**config.mk**
```make
export PLATFORM = sky130hd
export DESIGN_NAME = uart_rx
export DESIGN_NICKNAME = d
export VERILOG_FILES = /design/src/rtl/uart_rx.sv
export SDC_FILE = /design/constraint.sdc
export NUM_CORES = 1
export LEC_CHECK = 0
export ABC_CLOCK_PERIOD_IN_PS = 2100
export CAP_MARGIN = 10
export CELL_PAD_IN_SITES_DETAIL_PLACEMENT = 0
export CELL_PAD_IN_SITES_GLOBAL_PLACEMENT = 1
export CORE_ASPECT_RATIO = 1.2
export CORE_MARGIN = 4
export CORE_UTILIZATION = 25
export DETAILED_ROUTE_END_ITERATION = 8
export PLACE_DENSITY_LB_ADDON = 0.1
export SLEW_MARGIN = 20
export SYNTH_ARGS = -nofsm -noshare
export SYNTH_HDL_FRONTEND = slang
export SYNTH_SLANG_ARGS = --single-unit
```
**constraint.sdc**
```tcl
create_clock -name clk -period 2.1 [get_ports clk]
set_input_delay 0.525 -clock clk [delete_from_list [all_inputs] [get_ports clk]]
set_output_delay 0.525 -clock clk [all_outputs]
set_load 0.03 [all_outputs]
```
**src/rtl/uart_rx.sv**
```systemverilog
// 8N1 UART receiver: oversampled line, mid-bit sampling, one-deep holding
// register with ready/read handshake, framing-error pulse and sticky overrun.
`timescale 1ns/1ps
module uart_rx #(
  parameter int OVERSAMPLE = 16
) (
  input  logic       clk,
  input  logic       reset,
  input  logic       rx,
  input  logic       tick,
  input  logic       rd_en,
  output logic [7:0] dados_recepcao,
  output logic       rxReady,
  output logic       rxBusy,
  output logic       frameError,
  output logic       overrun
);

  localparam int CW = $clog2(OVERSAMPLE);
  localparam logic [CW-1:0] CNT_HALF = CW'(OVERSAMPLE / 2 - 1);
  localparam logic [CW-1:0] CNT_LAST = CW'(OVERSAMPLE - 1);

  typedef enum logic [1:0] {IDLE, START, DATA, STOP} state_t;

  state_t         state_reg, state_next;
  logic [CW-1:0]  cnt_reg, cnt_next;
  logic [2:0]     idx_reg, idx_next;
  logic [7:0]     sh_reg, sh_next;
  logic           rx_meta, rx_s, rx_d;
  logic           byte_done, stop_bad;

  // rx is asynchronous; rx_d keeps the previous synchronized value for edge detection
  always_ff @(posedge clk or posedge reset) begin
    if (reset) begin
      rx_meta <= 1'b1;
      rx_s    <= 1'b1;
      rx_d    <= 1'b1;
    end else begin
      rx_meta <= rx;
      rx_s    <= rx_meta;
      rx_d    <= rx_s;
    end
  end

  always_ff @(posedge clk or posedge reset) begin
    if (reset) begin
      state_reg <= IDLE;
      cnt_reg   <= '0;
      idx_reg   <= '0;
      sh_reg    <= '0;
    end else begin
      state_reg <= state_next;
      cnt_reg   <= cnt_next;
      idx_reg   <= idx_next;
      sh_reg    <= sh_next;
    end
  end

  always_comb begin
    state_next = state_reg;
    cnt_next   = cnt_reg;
    idx_next   = idx_reg;
    sh_next    = sh_reg;
    byte_done  = 1'b0;
    stop_bad   = 1'b0;
    case (state_reg)
      IDLE: begin
        // edge, not level: a line stuck low never starts a frame
        if (rx_d && !rx_s) begin
          state_next = START;
          cnt_next   = '0;
        end
      end
      START: begin
        if (tick) begin
          if (cnt_reg == CNT_HALF) begin
            if (rx_s) begin
              state_next = IDLE;
            end else begin
              state_next = DATA;
              cnt_next   = '0;
              idx_next   = '0;
            end
          end else begin
            cnt_next = cnt_reg + 1'b1;
          end
        end
      end
      DATA: begin
        if (tick) begin
          if (cnt_reg == CNT_LAST) begin
            sh_next[idx_reg] = rx_s;
            cnt_next         = '0;
            if (idx_reg == 3'd7) state_next = STOP;
            else                 idx_next   = idx_reg + 3'd1;
          end else begin
            cnt_next = cnt_reg + 1'b1;
          end
        end
      end
      STOP: begin
        // leave mid stop bit so a shortened stop bit is tolerated
        if (tick) begin
          if (cnt_reg == CNT_LAST) begin
            state_next = IDLE;
            if (rx_s) byte_done = 1'b1;
            else      stop_bad  = 1'b1;
          end else begin
            cnt_next = cnt_reg + 1'b1;
          end
        end
      end
      default: state_next = IDLE;
    endcase
  end

  always_ff @(posedge clk or posedge reset) begin
    if (reset) begin
      dados_recepcao <= 8'h00;
      rxReady        <= 1'b0;
      frameError     <= 1'b0;
      overrun        <= 1'b0;
    end else begin
      frameError <= stop_bad;
      if (byte_done) begin
        // a read landing on the completion cycle frees the slot for the new byte
        if (!rxReady || rd_en) begin
          dados_recepcao <= sh_reg;
          rxReady        <= 1'b1;
        end else begin
          overrun <= 1'b1;
        end
      end else if (rd_en && rxReady) begin
        rxReady <= 1'b0;
        overrun <= 1'b0;
      end
    end
  end

  assign rxBusy = (state_reg != IDLE);

endmodule

```
# Word level (Yosys, flattened, before mapping)
# Cells that the tools add are included.
# W data, S select, Z words.
# word_totals
regBits,31
latchBits,0
mem_bits_rw,0
mem_bits_ro,0
inputBits,5
word_cells,94
memories,0
# classes
addsub,2
n_mul,0
n_div,0
order_cmp,2
n_eq_ne,20
shifts,0
n_mux,42
n_bitwise,0
reduce_logical,17
# op_table
cell,count
$mux W4,8
$ne A2 B2 Y1 const B,12
$mux W2,9
$mux W3,6
$pmux W4 S4,1
$mux W1,14
$bwmux W8,1
$pmux W2 S4,1
$reduce_and A8 Y1,1
$reduce_and A7 Y1,1
$pmux W3 S2,1
$reduce_and A2 Y1,3
$reduce_and A6 Y1,1
$reduce_bool A2 Y1,3
$add A4 B1 Y4 const B,1
$eq A2 B2 Y1 const B,2
$eq A4 B3 Y1 const B,1
$eq A4 B4 Y1 const B,1
$lt A3 B4 Y1 const B,1
$add A3 B1 Y3 const B,1
$demux W1 S3,1
$eq A3 B3 Y1 const B,1
$ge A3 B1 Y1 const B,1
$logic_and A1 B1 Y1,3
7 further kinds,8

# Depth between registers and ports, before layout
# Gate-level depths: netlist of run 1.
# logic_depth
ltp_word,6
ltp_mapped,6
ltp_nobuf,5

# Least setup slack after synthesis of run 1
# OpenSTA, ideal clock, no wires.
# synth_path
path_kind,flip-flop to flip-flop
startpoint,register cnt_reg[0]
endpoint,register dados_recepcao[0]
arrival_ns,1.612
required_ns,1.975
path_slack_ns,0.363
stages_incl_launch_ff,7
n_path_buf,1
cell_sequence,dfrtp_1 -> ha_1 -> buf_4 -> and4_1 -> nand4_1 -> nor2_4 -> mux2_2
# synth_between
elab_chain_cells,5
# synth_rtl
element,line,text
"start, declared",26,"logic [CW-1:0] cnt_reg, cnt_next;"
"start signal, assigned",53,cnt_reg <= cnt_next;
$eq A4 B4 Y1,104,if (cnt_reg == CNT_LAST) begin
$mux W1,104,
$mux W1,103,if (tick) begin
$mux W1,66,case (state_reg)
$reduce_and A2 Y1 (no line),n/a,
"end signal, assigned",128,dados_recepcao <= sh_reg;
"end, declared",12,"output logic [7:0] dados_recepcao,"
# Every way passes these cells.
# A chain may end at the register's enable or synchronous reset.

# Final worst setup path of run 1
# layout_path
startpoint,input port tick
endpoint,register dados_recepcao[4]
# layout_between
elab_chain_cells,3
# layout_rtl
element,line,text
"start, declared",10,"input logic tick,"
$mux W1,103,
$mux W1,66,
$reduce_and A2 Y1 (no line),n/a,
# Every way passes these cells.

==> results of run 1 <==
## power by group
group	internal, mW	total [mW]	switching [mW]
combinational	0.201	0.454	0.253
clock	0.264	0.484	0.220
sequential	0.674	0.775	0.101
total	1.14	1.71	0.574
## cells in the final DEF (no fill, tap or decap), types with 3 or more instances in the layout
master / instances
buf_4: 15
clkbuf_8: 6
clkdlybuf4s50_1: 15
dfrtp_1: 28
dfstp_2: 3
ha_1: 3
inv_1: 6
mux2_2: 14
mux2i_1: 3
nand2_1: 12
nor2_1: 6
nor2b_1: 3
nor3_1: 4
nor4_1: 4
o31ai_1: 3
## layer usage
layer / track usage [%] / part of all wire, %
met2: 15.2 / 48
met5: 0 / 0
met4: 4.30 / 2.0
met3: 3.08 / 3.5
met1: 12.6 / 47
## cell families after synthesis
family,after synthesis,synth area share [%]
muxes,20,14.8
DFF,31,51.2
buffers and inverters,12,4.68
adders and majority gates,3,2.47
AOI/OAI and AO/OA,14,7.31
and+or+nand+nor,48,19.6
## layout make-up
cell class | count | area share, %
clock inverter | 1 | 0.258
inverter | 6 | 1.16
clock buffer | 7 | 4.46
multi-input combinational | 85 | 34.7
timing repair buffer | 31 | 14.0
sequential | 31 | 40.2
tap | 80 | 5.17
## worst max-delay path by stage
stage	startpoint	endpoint	slack (ps)	depth (start not counted)
2_1_floorplan	cnt_reg[0]$_DFFE_PP0P_	dados_recepcao[0]$_DFFE_PP0P_	360	6
3_3_place_gp	tick	dados_recepcao[6]$_DFFE_PP0P_	-140	5
3_5_place_dp	tick	dados_recepcao[4]$_DFFE_PP0P_	-180	5
4_1_cts	tick	dados_recepcao[4]$_DFFE_PP0P_	110	5
5_1_grt	tick	dados_recepcao[4]$_DFFE_PP0P_	20	5
6_report	tick	dados_recepcao[4]$_DFFE_PP0P_	120	5
## repair_timing
action | 4_1_cts | 5_1_grt
endpoints found under the hold margin | 0 | 0
endpoints found under the setup margin | 1 | 0
gates resized for setup | 1 | 0
setup buffers | 0 | 0
## worst max-delay path, delay by kind of cell
kind / cells / cell delay (ps)
buf+inv: 1 / 480
simple gates: 3 / 750
mux: 1 / 370
==> results.py, run 1 <==
metrics = {
    "outcome": {
        "status": "complete, no violations",
    },
    "drt": {
        "drt-pass1-iter-count": 6,
        "antenna_left": 0,
        "wl_per_cell_um": 13.1,
        "vias": 1035,
        "vias_per_cell": 4.29,
        "routed_wirelength_mm": 3.17,
        "drt_iter0_drc": 80,
        "drc": 0,
    },
    "hold_path": {
        "holdCritPathClass": "reg -> reg",
        "hold_path_end": "rx_s$_DFF_PP1_",
        "min-delay-start": "rx_meta$_DFF_PP1_",
        "holdPathStages": 0,
    },
    "run": {
        "cap_viol_max_count": 0,
    },
    "logic_synthesis": {
        "synth-seq-cells": 31,
        "ys_types": 40,
        "ys_seq_area_share_pct": 51.2,
        "syn-instance-count": 128,
        "synthTopCellsByArea": "dfrtp_1 (46%), mux2_2 (10%), dfstp_2 (5.2%), nand2_1 (3.0%), ha_1 (2.5%)",
        "yosysMostFrequentCell": "dfrtp_1",
        "synth_top_area_share_pct": 46.0,
        "netlist_area_um2": 1520,
        "yosys_warnings": 0,
        "synth_area_leader_cell": "dfrtp_1",
        "synthTopCellsByCount": "dfrtp_1 (28), mux2_2 (14), nand2_1 (12), inv_1 (6), nor2_1 (6)",
        "synth_flop_cell": "dfrtp_1",
        "synth_nets": 136,
        "synth_edf_count": 0,
        "synthArstFlopShare_pct": 100,
        "avgSynthCellArea_um2": 11.9,
    },
    "global_route": {
        "antenna_found_initial": 0,
        "gr-usage-all-layers_pct": 9.85,
        "grt_pass1_vias": 1101,
        "grt_max_degree": 32,
        "grt_remaining_overflow": 0,
        "grt_pass1_wl_mm": 5.53,
    },
    "timing": {
        "fin_crit_ps": 1980,
        "final.setup.tns_ps": 0,
        "slew_headroom_pct": 72.6,
        "rsz0062_at_grt": "false",
        "skew_ps": 7.90,
        "hold_viol_final": 0,
        "finalSetupViolCount": 0,
        "final_max_slew_viol_count": 0,
        "timing.final.ws_setup_ps": 121,
        "post-route-period-util_pct": 94.2,
        "tightest_slew_ps": 412,
        "clock.fmax_ghz": 0.505,
        "hold_ws_ps": 356,
    },
    "layout": {
        "drive_gt1_share_pct": 28.0,
        "diodes": 0,
        "multi_input_area_um2": 672,
        "fillers": 617,
        "regArea_um2": 779,
        "fin_cells": 241,
        "fin_util_pct": 33.5,
        "nNetsFinal": 168,
        "synthToLayoutAreaGrowth_pct": 27.2,
        "post-route-cell-area_um2": 1940,
    },
    "power": {
        "p_per_area_nw_per_um2": 884,
        "p_leak_nw": 0.843,
        "finalPower_mw": 1.71,
        "ir_drop_mv": 0.233,
    },
    "die": {
        "core_area_um2": 5780,
        "start_util_pct": 26.3,
        "row_count": 30,
        "die_h_um": 93.5,
        "die_w_um": 79.2,
        "die_area_um2": 7410,
        "io_pins": 17,
    },
    "critical_path": {
        "r2r_slack_ps": 270,
        "crit_fanout": 8,
        "worstPathRequired_ps": 2260,
        "timing.rr.end": "sh_reg[4]$_DFFE_PP0P_",
        "slowest_stage": "clkdlybuf4s50_1",
        "start_kind": "primary input",
        "r2r_cells": 5,
        "cp_data_arrival_time_ps": 2140,
        "endpoint_kind": "flop",
        "critPathKind": "in -> reg",
        "reg2reg_from": "cnt_reg[0]$_DFFE_PP0P_",
        "path_cells": "clkdlybuf4s50_1, and4_1, nand4_1, nor2_4, mux2_2",
        "cpPeakStageDelay_ps": 480,
    },
    "place": {
        "io_buffer_count": 16,
        "dpl.hpwl_mm": 2.31,
        "dp.cells": 233,
        "gp_congestion": 0.795,
        "place_ws_ps": -177,
        "postPlaceCellArea_um2": 1850,
    },
    "cts": {
        "cts_tree": "built",
        "cts_root_buffer": "clkbuf_8",
        "clkLatencyLatePin_ps": 280,
        "clock_path_buffers": 2,
        "clkTransAtPathRegs_ps": 60,
        "cts_buffers": 5,
        "cts_sinks": 31,
        "htreeDepth": 2,
        "cts_hold_buf": 0,
    },
}
No activity file was read; power rests on OpenSTA's default activity.
==> run 2, diff against run 1 <==
- CORE_UTILIZATION: 25 -> 44
- GPL_ROUTABILITY_DRIVEN: not set -> 0
- REMOVE_ABC_BUFFERS: not set -> 1
==> results.py, run 2 (synthesized netlist as in run 1, its figures left out) <==
metrics = {
    "critical_path": {
        "endpoint_kind": "flop",
        "crit_fanout": 4,
        "start_kind": "primary input",
        "critPathKind": "in -> reg",
        "cp_data_arrival_time_ps": 2120,
        "worstPathRequired_ps": 2260,
    },
    "timing": {
        "slew_headroom_pct": 74.2,
        "tightest_slew_ps": 387,
        "finalSetupViolCount": 0,
        "hold_viol_final": 0,
        "final_max_slew_viol_count": 0,
        "post-route-period-util_pct": 93.3,
        "fin_crit_ps": 1960,
        "clock.fmax_ghz": 0.511,
        "rsz0062_at_grt": "false",
        "final.setup.tns_ps": 0,
        "skew_ps": 7.53,
    },
    "die": {
        "die_area_um2": 4470,
        "die_h_um": 72.4,
        "die_w_um": 61.7,
        "start_util_pct": 45.6,
        "io_pins": 17,
        "core_area_um2": 3340,
        "row_count": 23,
    },
    "power": {
        "pwr-share-comb_pct": 26.4,
        "p_sw_uw": 559,
        "p_per_area_nw_per_um2": 901,
        "clock_power_share_pct": 27.7,
        "internal_power_mw": 1.14,
        "finalPower_mw": 1.70,
        "pwr-share-seq_pct": 45.9,
        "p_leak_nw": 0.843,
        "ir_drop_mv": 0.650,
        "netSwitchingFraction_pct": 32.9,
    },
    "cts": {
        "cts_root_buffer": "clkbuf_8",
        "cts_sinks": 31,
        "clkLatencyLatePin_ps": 280,
        "cts_buffers": 5,
        "clock_path_buffers": 2,
        "cts_tree": "built",
        "htreeDepth": 2,
        "clkTransAtPathRegs_ps": 60,
        "cts_hold_buf": 0,
    },
    "drt": {
        "dr.max_layer_used": "met4",
        "drc": 0,
        "met3_length_um": 107,
        "routed_wirelength_mm": 2.89,
        "vias_per_cell": 5.49,
        "drt_iter0_drc": 17,
        "vias": 1088,
        "m1WireLength_mm": 1.18,
        "drt-pass1-iter-count": 4,
        "wl_per_cell_um": 14.6,
        "wl_met2_mm": 1.54,
        "antenna_left": 0,
    },
    "place": {
        "io_buffer_count": 16,
        "dpl.hpwl_mm": 2.12,
        "postPlaceCellArea_um2": 1790,
        "dp.cells": 190,
    },
    "global_route": {
        "gr-usage-all-layers_pct": 15.3,
        "grt_max_degree": 32,
        "grt_remaining_overflow": 0,
        "grt_pass1_wl_mm": 5.05,
        "grt_pass1_vias": 1130,
        "antenna_found_initial": 0,
    },
    "layout": {
        "diodes": 0,
        "drive_gt1_share_pct": 28.0,
        "synthToLayoutAreaGrowth_pct": 23.7,
        "nNetsFinal": 168,
        "post-route-cell-area_um2": 1880,
        "fin_cells": 198,
        "final_cell_mix": "dfrtp_1 (28), clkdlybuf4s50_1 (15), buf_4 (15)",
        "final_common_cell": "dfrtp_1",
    },
    "run": {
        "cap_viol_max_count": 0,
    },
    "hold_path": {
        "holdCritPathClass": "reg -> reg",
    },
    "outcome": {
        "status": "complete, no violations",
    },
}
-- run 2: cell counts in the layout (fill, tap and decap cells not counted) --
Identical to the previous run, type by type.
-- run 2: cell type report --
class                      instances  area (um2)
sequential                        31         779
inverter                           6        22.5
clock inverter                     1        5.00
clock buffer                       7        86.3
fill                             311        1460
multi-input combinational         85         672
tap                               37        46.3
timing repair buffer              31         272
-- run 2: metal layers --
metal / track usage [%] / vias to the layer above
li1: - / 522
met3: 5.52 / 6
met1: 16.9 / 547
met5: 0 / -
met2: 26.0 / 13
met4: 6.37 / 0
-- run 2: path summary, 6_finish.rpt --
check	from	to	slack (ps)	cells after the start
max	tick	sh_reg[4]$_DFFE_PP0P_	140	5
max reg2reg	cnt_reg[0]$_DFFE_PP0P_	sh_reg[4]$_DFFE_PP0P_	160	5
min in group asynchronous	reset	idx_reg[1]$_DFFE_PP0P_	620	3
min reg2reg	rx_meta$_DFF_PP1_	rx_s$_DFF_PP1_	360	0
max in group asynchronous	reset	rx_meta$_DFF_PP1_	1150	3
min	rx_meta$_DFF_PP1_	rx_s$_DFF_PP1_	360	0
-- run 2: per-stage QoR --
stage / utilization [%] / hold WS, ps / setup WS (ps)
final: 56.4 / 361 / 142
after global routing: 56.4 / 367 / 42.3
after CTS: 56.4 / 363 / 130
after detailed placement: 53.7 / 355 / -162
after global placement: 53.7 / 348 / -125
after floorplan: - / 345 / 296
-- run 2: critical path, stage by stage --
cell and delay [ps]:
clkdlybuf4s50_1 500, buf_4 140, nand4_4 120, or4_1 510, mux2_1 320
-- run 2: power groups by stage --
stage	Clock, mW	Sequential, mW	Combinational, mW
3_5_place_dp	0	0.789	0.455
5_1_grt	0.511	0.794	0.515
2_1_floorplan	0	0.805	0.254
4_1_cts	0.480	0.778	0.457
3_3_place_gp	0	0.787	0.437
6_report	0.470	0.779	0.449
-- run 2: what timing repair did --
item                       4_1_cts  5_1_grt
resized for setup                1        0
setup endpoints to repair        1        0
setup buffers                    0        0
